`src/rtl/shot_sequencer.sv`:
```
// Basketball shot controller: latches aim on a shoot press, steps ball
// physics once per video frame, detects basket/miss, holds the result for a
// fixed number of frames and re-arms. All outputs come straight from flops.
module shot_sequencer #(
  parameter int START_X       = 80,
  parameter int START_Y       = 400,
  parameter int GRAVITY       = 1,
  parameter int VMAX          = 15,
  parameter int HOOP_X_MIN    = 520,
  parameter int HOOP_X_MAX    = 560,
  parameter int HOOP_Y        = 160,
  parameter int FLOOR_Y       = 460,
  parameter int SCREEN_W      = 640,
  parameter int RESULT_FRAMES = 60
) (
  input  logic       CLK100MHZ,
  input  logic       CPU_RESETN,
  input  logic       frame_tick,
  input  logic       btn_shoot,
  input  logic       score_clr,
  input  logic [4:0] aim_vx,
  input  logic [4:0] aim_vy,
  output logic [9:0] ball_x,
  output logic [9:0] ball_y,
  output logic       ball_visible,
  output logic [1:0] state,
  output logic [6:0] score,
  output logic [6:0] shots,
  output logic       hit,
  output logic       miss
);

  typedef enum logic [1:0] {
    S_IDLE   = 2'd0,
    S_FLIGHT = 2'd1,
    S_SCORED = 2'd2,
    S_MISSED = 2'd3
  } state_t;

  localparam int CW = $clog2(RESULT_FRAMES + 1);

  localparam logic signed [10:0] SX    = 11'(START_X);
  localparam logic signed [10:0] SY    = 11'(START_Y);
  localparam logic signed [10:0] HXMIN = 11'(HOOP_X_MIN);
  localparam logic signed [10:0] HXMAX = 11'(HOOP_X_MAX);
  localparam logic signed [10:0] HY    = 11'(HOOP_Y);
  localparam logic signed [10:0] FY    = 11'(FLOOR_Y);
  localparam logic signed [10:0] SW    = 11'(SCREEN_W);
  localparam logic signed [5:0]  GRAV  = 6'(GRAVITY);
  localparam logic signed [5:0]  VMX   = 6'(VMAX);
  localparam logic [CW-1:0]      CNT_LAST = CW'(RESULT_FRAMES - 1);
  localparam logic [6:0]         SAT   = 7'd99;

  state_t             state_q, state_d;
  logic signed [10:0] x_q, x_d, y_q, y_d;
  logic        [5:0]  vx_q, vx_d;
  logic signed [5:0]  vy_q, vy_d;
  logic [CW-1:0]      cnt_q, cnt_d;
  logic [6:0]         score_q, score_d, shots_q, shots_d;
  logic               hit_q, hit_d, miss_q, miss_d;
  logic               btn_q;
  logic [9:0]         bx_q, bx_d, by_q, by_d;
  logic               vis_q, vis_d;

  // One physics step worth of candidate values, used only in FLIGHT.
  logic signed [10:0] x_nx, y_nx;
  logic signed [5:0]  vy_inc, vy_nx;
  logic               shoot, basket, off_field;

  assign shoot     = btn_shoot & ~btn_q;
  assign x_nx      = x_q + $signed({5'b0, vx_q});
  assign y_nx      = y_q + $signed({{5{vy_q[5]}}, vy_q});
  assign vy_inc    = vy_q + GRAV;
  assign vy_nx     = (vy_inc > VMX) ? VMX : vy_inc;
  // Basket only when falling through the rim line inside the opening.
  assign basket    = (vy_q > 6'sd0) && (y_q < HY) && (y_nx >= HY) &&
                     (x_nx >= HXMIN) && (x_nx <= HXMAX);
  assign off_field = (y_nx >= FY) || (x_nx >= SW);

  // Next-state and next-output logic for the shot FSM.
  always_comb begin
    state_d = state_q;
    x_d     = x_q;
    y_d     = y_q;
    vx_d    = vx_q;
    vy_d    = vy_q;
    cnt_d   = cnt_q;
    score_d = score_q;
    shots_d = shots_q;
    hit_d   = 1'b0;
    miss_d  = 1'b0;
    case (state_q)
      S_IDLE: begin
        if (score_clr) begin
          score_d = '0;
          shots_d = '0;
        end else if (shoot && (aim_vx != 5'd0)) begin
          state_d = S_FLIGHT;
          vx_d    = {1'b0, aim_vx};
          vy_d    = 6'd0 - {1'b0, aim_vy};
          shots_d = (shots_q == SAT) ? shots_q : shots_q + 7'd1;
        end
      end
      S_FLIGHT: begin
        if (frame_tick) begin
          x_d   = x_nx;
          y_d   = y_nx;
          vy_d  = vy_nx;
          cnt_d = '0;
          if (basket) begin
            state_d = S_SCORED;
            score_d = (score_q == SAT) ? score_q : score_q + 7'd1;
            hit_d   = 1'b1;
          end else if (off_field) begin
            state_d = S_MISSED;
            miss_d  = 1'b1;
          end
        end
      end
      default: begin
        if (frame_tick) begin
          if (cnt_q == CNT_LAST) begin
            state_d = S_IDLE;
            x_d     = SX;
            y_d     = SY;
            vx_d    = '0;
            vy_d    = '0;
            cnt_d   = '0;
          end else begin
            cnt_d = cnt_q + CW'(1);
          end
        end
      end
    endcase
    bx_d  = x_d[9:0];
    by_d  = y_d[10] ? 10'd0 : y_d[9:0];
    vis_d = (state_d == S_IDLE) || (state_d == S_FLIGHT);
  end

  // State and output registers; reset aborts any shot in progress.
  always_ff @(posedge CLK100MHZ or negedge CPU_RESETN) begin
    if (!CPU_RESETN) begin
      state_q <= S_IDLE;
      x_q     <= SX;
      y_q     <= SY;
      vx_q    <= '0;
      vy_q    <= '0;
      cnt_q   <= '0;
      score_q <= '0;
      shots_q <= '0;
      hit_q   <= 1'b0;
      miss_q  <= 1'b0;
      btn_q   <= 1'b0;
      bx_q    <= SX[9:0];
      by_q    <= SY[9:0];
      vis_q   <= 1'b1;
    end else begin
      state_q <= state_d;
      x_q     <= x_d;
      y_q     <= y_d;
      vx_q    <= vx_d;
      vy_q    <= vy_d;
      cnt_q   <= cnt_d;
      score_q <= score_d;
      shots_q <= shots_d;
      hit_q   <= hit_d;
      miss_q  <= miss_d;
      btn_q   <= btn_shoot;
      bx_q    <= bx_d;
      by_q    <= by_d;
      vis_q   <= vis_d;
    end
  end

  assign ball_x       = bx_q;
  assign ball_y       = by_q;
  assign ball_visible = vis_q;
  assign state        = state_q;
  assign score        = score_q;
  assign shots        = shots_q;
  assign hit          = hit_q;
  assign miss         = miss_q;

endmodule

```
`config.mk`:
```
export PLATFORM = sky130hd
export DESIGN_NAME = shot_sequencer
export DESIGN_NICKNAME = d
export VERILOG_FILES = /design/src/rtl/shot_sequencer.sv
export SDC_FILE = /design/constraint.sdc
export NUM_CORES = 1
export LEC_CHECK = 0
export ABC_CLOCK_PERIOD_IN_PS = 3700
export BUFFER_PORTS_ARGS = -buffer_cell sky130_fd_sc_hd__buf_2
export CAP_MARGIN = 20
export CORE_AREA = 8 8 107 109
export CTS_CLUSTER_SIZE = 14
export DETAILED_ROUTE_END_ITERATION = 8
export DIE_AREA = 0 0 115 117
export GPL_ROUTABILITY_DRIVEN = 0
export PLACE_DENSITY = 0.73
export SYNTH_ARGS = -nofsm -noshare
export SYNTH_HDL_FRONTEND = slang
export SYNTH_SLANG_ARGS = --single-unit
```
`constraint.sdc`:
```
create_clock -name CLK100MHZ -period 3.7 [get_ports CLK100MHZ]
set_input_delay 0.74 -clock CLK100MHZ [delete_from_list [all_inputs] [get_ports CLK100MHZ]]
set_output_delay 0.74 -clock CLK100MHZ [all_outputs]
set_load 0.02 [all_outputs]
```
==> Yosys cells after proc, flatten, opt, wreduce, memory -nomap -nowiden <==
Index checks and enable logic that the tools add are counted.
{ "word_totals": {"memories": 0, "latchBits": 0, "input_bits": 15, "ram_bits": 0, "romBits": 0, "output_inout_bits": 39, "register_bits": 70} }
{ "classes": {"n_bitwise": 4, "mux": 46, "reduce_logical": 22, "n_addsub": 7, "shift": 0, "eq_ne": 12, "n_lt_le_gt_ge": 8, "div": 0, "mul": 0} }
{ "ops": {"columns": ["cell", "n"], "rows": [
  ["$mux 11", 6],
  ["$mux 6", 11],
  ["$mux 7", 7],
  ["$pmux 11 s2", 2],
  ["$pmux 6 s2", 3],
  ["$ge 11x11->1 const B", 2],
  ["$reduce_and 5->1", 3],
  ["$add 7x1->7 const B", 2],
  ["$eq 7x7->1 const B", 2],
  ["$mux 2", 7],
  ["$ne 2x2->1 const B", 7],
  ["$pmux 7 s2", 1],
  ["$add 11x6->11", 1],
  ["$add 11x7->11", 1],
  ["$ge 11x10->1 const B", 1],
  ["$ge 11x9->1 const B", 1],
  ["$le 11x11->1 const B", 1],
  ["$lt 11x9->1 const B", 1],
  ["$mux 10", 1],
  ["$reduce_bool 2->1", 5],
  ["$mux 1", 7],
  ["$add 6x1->6 const B", 1],
  ["$add 6x2->6 const B", 1],
  ["$eq 6x6->1 const B", 1],
  ["other kinds (14)", 24]
]} }

==> Longest topological paths before layout <==
Gate-level depths: netlist (run 1).
{ "depth": {"depth_word": 10, "ltp_mapped": 11, "depth_no_buf": 10} }

==> Worst setup path after synthesis (run 1) <==
OpenSTA, ideal clock, no wires.
{ "synth_path": {"path_kind": "register -> register", "from": "reg x_q[0]", "to": "reg state_q[0], in the netlist state[0]", "t_arrival_ns": 2.816, "setup_slack_ns": 0.757, "setup_time_ns": 0.126, "period_less_slack_ns": 2.943, "stages_incl_launch_ff": 10, "t_required_ns": 3.574, "cell_sequence": "dfrtp_1 ha_1 fa_1 a211oi_1 nor2_1 xor2_1 o21a_1 a211o_1 or4_1 a311o_1"} }
{ "synth_via": {"elab_chain_len": 7} }
{ "synth_rtl": {"columns": ["element", "line", "source"], "rows": [
  ["start, declared", "55", "logic signed [10:0] x_q, x_d, y_q, y_d;"],
  ["start signal, assigned", "144", "x_q <= SX;"],
  ["start signal, assigned", "159", "x_q <= x_d;"],
  ["$add 11x7->11 *", "71", "assign x_nx = x_q + $signed({5'b0, vx_q});"],
  ["$ge 11x11->1, on equally long branches", "78, 77", null],
  ["$logic_or 1x1->1 / $logic_and 1x1->1 (equally long branches)", "78, 76", null],
  ["$mux 2 / $logic_and 1x1->1 (equally long branches)", "114, 77", null],
  ["$mux 2 *", "110", "if (basket) begin"],
  ["$mux 2 *", "105", "if (frame_tick) begin"],
  ["$pmux 2 s2 *", "92", "case (state_q)"],
  ["via state_d[0]", "54", "state_t state_q, state_d;"],
  ["end signal, assigned", "158", "state_q <= state_d;"],
  ["end, declared", "54", null]
]} }
Mark *: on every way through the listed nets, which the timed path passes. The rest lies on a longest branch.
A chain may end at the register's enable or synchronous reset.

==> Worst setup path in the final report (run 1) <==
{ "layout_path": {"from": "reg vy_q[5]", "to": "reg state_q[0], in the netlist state[0]"} }
{ "layout_via": {"elab_chain_len": 8} }
{ "layout_rtl": {"columns": ["element", "line", "source"], "rows": [
  ["start, declared", "57", "logic signed [5:0] vy_q, vy_d;"],
  ["start signal, assigned", "162", "vy_q <= vy_d;"],
  ["$add 11x6->11 / $gt 6x1->1 (equally long branches)", "72, 76", null],
  ["$ge 11x9->1 / $logic_and 1x1->1 (equally long branches)", "76", "assign basket = (vy_q > 6'sd0) && (y_q < HY) && (y_nx >= HY) &&"],
  ["$logic_and 1x1->1 (2 in series)", "76", null],
  ["$logic_and 1x1->1", "77", "(x_nx >= HXMIN) && (x_nx <= HXMAX);"],
  ["$mux 2 *", "110", null],
  ["$mux 2 *", "105", null],
  ["$pmux 2 s2 *", "92", null],
  ["via state_d[0]", "54", null]
]} }
Marked as above.

==> results of run 1 <==
-- flip-flops by register name, indices dropped and copies added (netlist names) --
register / flops
ball_visible: 1
ball_y: 10
btn_q: 1
cnt_q: 6
hit: 1
miss: 1
score: 7
shots: 7
state: 2
vx_q: 5
vy_q: 6
x_q: 11
y_q: 11
-- final cells by class --
type / count / area (um^2) / area share (%)
repair buffers: 60 / 318 / 6.60
well taps: 136 / 170 / 3.53
clock buffers: 14 / 153 / 3.17
flip-flops and latches: 69 / 1740 / 36.1
inverters: 14 / 52.6 / 1.09
clock inverters: 2 / 12.5 / 0.260
multi-input cells: 362 / 2370 / 49.2
-- how the worst max path moves through the flow --
| stage | from | to | slack [ns] | cells past startpoint |
|---|---|---|---|---|
| finish | vy_q[5] | state[0] | 0.33 | 8 |
| global route | vy_q[5] | state[0] | 0.27 | 8 |
| CTS | vy_q[5] | state[0] | 0.41 | 8 |
| detailed placement | vy_q[5] | state[0] | 0.42 | 8 |
| global placement | vy_q[5] | state[0] | 0.49 | 8 |
| floorplan | x_q[0] | state[0] | 0.76 | 9 |
-- cell usage in the layout (no fill, tap or decap), drive strengths merged, types with 14 or more instances in the layout --
master and count:
inv 14, clkbuf 14, dfrtp 60, ha 21
nand2 54, o21ai 40, buf 60, nor2b 15
a21oi 19, xor2 16, nor2 32
-- per-stage QoR --
step | hold slack (ns) | power (mW)
after global placement | 0.472 | 2.36
after floorplan | 0.444 | 2.10
final | 0.400 | 2.96
after CTS | 0.418 | 2.96
after detailed placement | 0.487 | 2.41
after global routing | 0.425 | 3.19
-- cell families (layout without fill, tap and decap cells) --
group                    Yosys count  count (layout)  share of synthesized area (%)
AO/OA/AOI/OAI                    129             129                           20.4
XOR/XNOR                          21              21                           4.26
adder cells (fa/ha/maj)           23              23                           7.01
buffers and inverters             45              90                           4.89
flip-flops                        69              69                           40.2
multiplexers                       9               9                           2.11
AND/OR/NAND/NOR                  180             180                           21.1
-- per-layer routing --
metal | GRT usage [%] | wire [um] | share of wire, % | up-vias
li1 | - | - | - | 1805
met1 | 19.7 | 4630 | 44 | 1799
met2 | 27.4 | 5020 | 47 | 124
met3 | 5.28 | 727 | 6.9 | 23
met4 | 7.01 | 224 | 2.1 | 0
met5 | 0 | 0 | 0 | -
-- critical path, cell delays in order, from the launching register on --
cell and delay (ns):
dfrtp_1 0.52, ha_1 0.48, and3_1 0.26, a221o_1 0.30
a221oi_1 0.39, xor2_1 0.16, o211a_1 0.28, or4_1 0.51
a311o_1 0.37
-- power groups by stage --
stage	Sequential [mW]	Clock (mW)	Combinational [mW]
2_1_floorplan	1.18	0	0.911
3_3_place_gp	1.15	0	1.21
3_5_place_dp	1.16	0	1.25
4_1_cts	1.15	0.562	1.26
5_1_grt	1.18	0.601	1.41
6_report	1.15	0.554	1.26
==> metrics.csv, run 1 <==
metric,value,unit
CTS tree,built,
ANT nets after route,0,
# diodes,0,
switch share,41.6,%
area delta synth->final,11.4,%
share of flip-flops with an asynchronous set or reset,100,%
Synth Area per Inst,9.08,um^2
"Seq/Total Area, Yosys",40.2,%
DP Wirelength,7830,um
Post CTS Setup Buffer Count,0,
Mapped Nets,514,
WL per Instance,16.1,um
sequential share of power,38.8,%
largest cells by area after synthesis,"dfrtp_1 35%, ha_1 6.1%, dfstp_2 5.5%",
final hold vios,0,
combinational share of power,42.5,%
crit path capture type,register,
Int Power,1.73,mW
"Cell Area, Placed",4650,um^2
Final WS setup,0.326,ns
largest net degree at the start of global routing,39,
Via Count,3751,
Max clock buf depth,2,
R2R Path End,state[0],
worst hold path type,in2async,
post-synth top area share,34.8,%
"CTS clk-pin slew, worst paths",0.08,ns
R2R Path Start,vy_q[5],
Mapped Area,4320,um^2
dpl ws,0.420,ns
clk_lat worst skew,0.36,ns
Final Net Count,554,
grt total ovfl,0,
final worst-path cycle share,91.2,%
clk sinks,69,
CP arrival,3.61,ns
Die Wd,115,um
switching pwr,1.23,mW
Tightest Pin Transition,0.774,ns
Initial DRC Count,184,
clk_skew,0.0140,ns
Post-Route WL,10600,um
Synth area leader,dfrtp_1,
Yosys reg bits,69,
Initial Util,43.6,%
drt first pass iters,5,
VDD IR max,0.202,mV
pwr/cell area,615,nW/um^2
Max Fclk,0.296,GHz
Syn. warnings,0,
vias in the first global route,3748,
htree depth,3,
residual DRC count,0,
clock network power share,18.7,%
Worst setup SP type,register,
GRT Total Usage,16.6,%
top_reg_cell synth,dfrtp_1,
Root Buffer Master,clkbuf_8,
row count,37,
Leak,2.23,nW
core box area,9910,um^2
outcome,finished clean,
Rel. slew slack,48.1,%
Die Footprint,13500,um^2
Setup Viol. Count Final,0,
number of fillers in the final layout,951,
minimum clock period after layout,3.37,ns
vias per cell,5.71,
logic depth of the worst register-to-register path,8,
Post-Syn Instances,476,
cell with the most instances after synthesis,dfrtp_1,
post-route core utilization,48.6,%
hold_buf cts,0,
number of flops mapped to enable cells by yosys,0,
TritonCTS Buffers,9,
"Req. time, crit path",3.94,ns
Port Buffers,53,
"Slew Viols, Final",0,
Ports,54,
layout cells sized above 1,17.1,%
die extent in y,117,um
CP Max Fanout,12,
unique cell type count in the Yosys netlist,63,
R2R Setup Slk,0.33,ns
"non-filler cells, final",657,
global-route wire length before repair,17800,um
design area,4810,um^2
RSZ-0062 raised after global routing,false,
post-CTS sizing,0,
initial antenna violation count,0,
# Max-Cap Violations,0,
CP Class,reg2reg,
Setup TNS Final,0,ns
Synth top cells by count,"60 x dfrtp_1, 54 x nand2_1, 37 x o21ai_0",
Placed Instances,641,
Note: power is estimated with default switching activity, not from simulation.
==> run 2: changes to the inputs <==
- ABC_CLOCK_PERIOD_IN_PS: 3700 -> 4300
- clock period: 3.7 -> 4.3 ns (I/O delays scaled with it)
==> run 2 against run 1 <==
Via count shrank 0.45%. Core utilization grew 0.13 points. Sequential share of layout area shrank 0.094 points. First-iteration DRC count shrank 9.8%. Global-route usage shrank 0.14 points. Cell count shrank 0.46%. Worst hold slack gained 0.10 ns. Clock power shrank 1%. Die area is the same. Fmax shrank 5.2%. Flip-flop and latch count is the same. Highest routed layer unchanged.
==> metrics.csv, run 2 (synthesized netlist as in run 1, its figures left out) <==
metric,value,unit,change
outcome,finished clean,,
CP Class,reg2reg,,
"Slew Viols, Final",0,,unchanged
Ports,54,,unchanged
Post-Route WL,10600,um,about the same
vias in the first global route,3627,,-3.2%
Initial DRC Count,166,,-9.8%
largest net degree at the start of global routing,38,,-2.6%
VDD IR max,0.186,mV,-8.0%
global-route wire length before repair,17600,um,-1.4%
TritonCTS Buffers,9,,unchanged
combinational share of power,40.9,%,-1.6 points
Max clock buf depth,2,,unchanged
initial antenna violation count,0,,unchanged
Initial Util,43.6,%,unchanged
crit path capture type,register,,
R2R Setup Slk,0.74,ns,+0.42 ns
"Req. time, crit path",4.55,ns,+0.61 ns
RSZ-0062 raised after global routing,false,,
layout cells sized above 1,17.4,%,+0.29 points
Leak,2.23,nW,about the same
Via Count,3734,,-0.45%
area delta synth->final,11.7,%,
CP arrival,3.80,ns,+0.19 ns
core box area,9910,um^2,unchanged
Int Power,1.54,mW,-11%
Post CTS Setup Buffer Count,0,,unchanged
Rel. slew slack,47.2,%,-0.90 points
final hold vios,0,,unchanged
minimum clock period after layout,3.56,ns,+0.184 ns
drt first pass iters,5,,unchanged
final worst-path cycle share,82.7,%,-8.4 points
switching pwr,1.07,mW,-14%
post-route core utilization,48.7,%,+0.13 points
Die Footprint,13500,um^2,unchanged
most frequent cells in the layout,"60 x dfrtp_1, 54 x nand2_1, 53 x buf_2",,
ANT nets after route,0,,unchanged
vias per cell,5.71,,about the same
GRT Total Usage,16.5,%,-0.14 points
"CTS clk-pin slew, worst paths",0.08,ns,about the same
post-CTS sizing,0,,unchanged
switch share,40.9,%,-0.70 points
Die Wd,115,um,unchanged
Final Net Count,551,,-0.54%
Setup Viol. Count Final,0,,unchanged
CP Max Fanout,11,,-1
clock network power share,21.0,%,+2.3 points
R2R Path Start,x_q[0],,
row count,37,,unchanged
Hold Crit Start,vx_q[4],,
CTS tree,built,,
Root Buffer Master,clkbuf_8,,
WL per Instance,16.2,um,+0.41%
CP startpoint,x_q[0],,
clk_skew,0.0133,ns,-0.000713 ns
DP Wirelength,7700,um,-1.6%
Worst setup SP type,register,,
# diodes,0,,unchanged
"most common cell after layout, fill and taps aside",dfrtp_1,,
Setup TNS Final,0,ns,unchanged
Port Buffers,53,,unchanged
die extent in y,117,um,unchanged
Tightest Pin Transition,0.788,ns,+0.0134 ns
grt total ovfl,0,,unchanged
sequential share of power,38.1,%,-0.7 points
clk_lat worst skew,0.36,ns,about the same
htree depth,3,,unchanged
Max Fclk,0.281,GHz,-5.2%
pwr/cell area,539,nW/um^2,-12%
hold_buf cts,0,,unchanged
residual DRC count,0,,unchanged
worst hold path type,reg2reg,,
clk sinks,69,,unchanged
# Max-Cap Violations,0,,unchanged
overall power,2.60,mW,-12%
==> run 2: cell types whose count changed in the layout (fill, tap and decap cells not counted), sizes merged <==
cell,previous run,this run
clkinv,1,2
clkbuf,14,10
clkinvlp,1,3
bufinv,0,1
buf,60,57
==> run 2: area by class of cell <==
| type | instances | area [um^2] |
|---|---|---|
| fillers | 932 | 5080 |
| multi-input cells | 362 | 2370 |
| flip-flops and latches | 69 | 1740 |
| repair buffers | 57 | 295 |
| well taps | 136 | 170 |
| clock buffers | 10 | 138 |
| clock inverters | 6 | 62.6 |
| inverters | 14 | 52.6 |
==> run 2: critical path: stages (launching register included) <==
cell and delay, ns:
dfrtp_1 0.41, ha_1 0.24, fa_1 0.43, a211oi_1 0.40
o21ba_2 0.26, mux2i_1 0.19, mux2_2 0.18, nand4_1 0.36
or4_1 0.63, a311o_1 0.35
==> run 2: final timing paths <==
| check | depth (start not counted) | endpoint |
|---|---|---|
| worst max-delay path | 9 | state[0] |
| worst min-delay path | 2 | vx_q[4] |
| worst max register to register | 9 | state[0] |
| worst min register to register | 2 | vx_q[4] |
| max in group asynchronous | 2 | ball_visible |
| min in group asynchronous | 1 | x_q[8] |
==> run 2: routing by layer <==
metal / part of all wire (%) / global-route usage [%]
met1: 44 / 20.2
met2: 49 / 27.5
met3: 4.9 / 3.75
met4: 1.7 / 6.74
met5: 0 / 0
==> run 2: stage by stage <==
step	area [um^2]	hold slack, ns	setup WS (ns)	std cells
final	4830	0.501	0.742	654
after global routing	4830	0.534	0.578	654
after CTS	4830	0.500	0.760	654
after detailed placement	4630	0.488	0.787	638
after global placement	4630	0.475	0.939	638
after floorplan	4320	0.454	1.36	476
==> run 2: power groups by stage <==
stage / logic, mW / registers [mW] / clock network [mW]
after detailed placement: 1.06 / 0.999 / 0
after global routing: 1.19 / 1.02 / 0.589
after global placement: 1.03 / 0.992 / 0
final: 1.06 / 0.991 / 0.547
after CTS: 1.07 / 0.989 / 0.559
after floorplan: 0.784 / 1.02 / 0
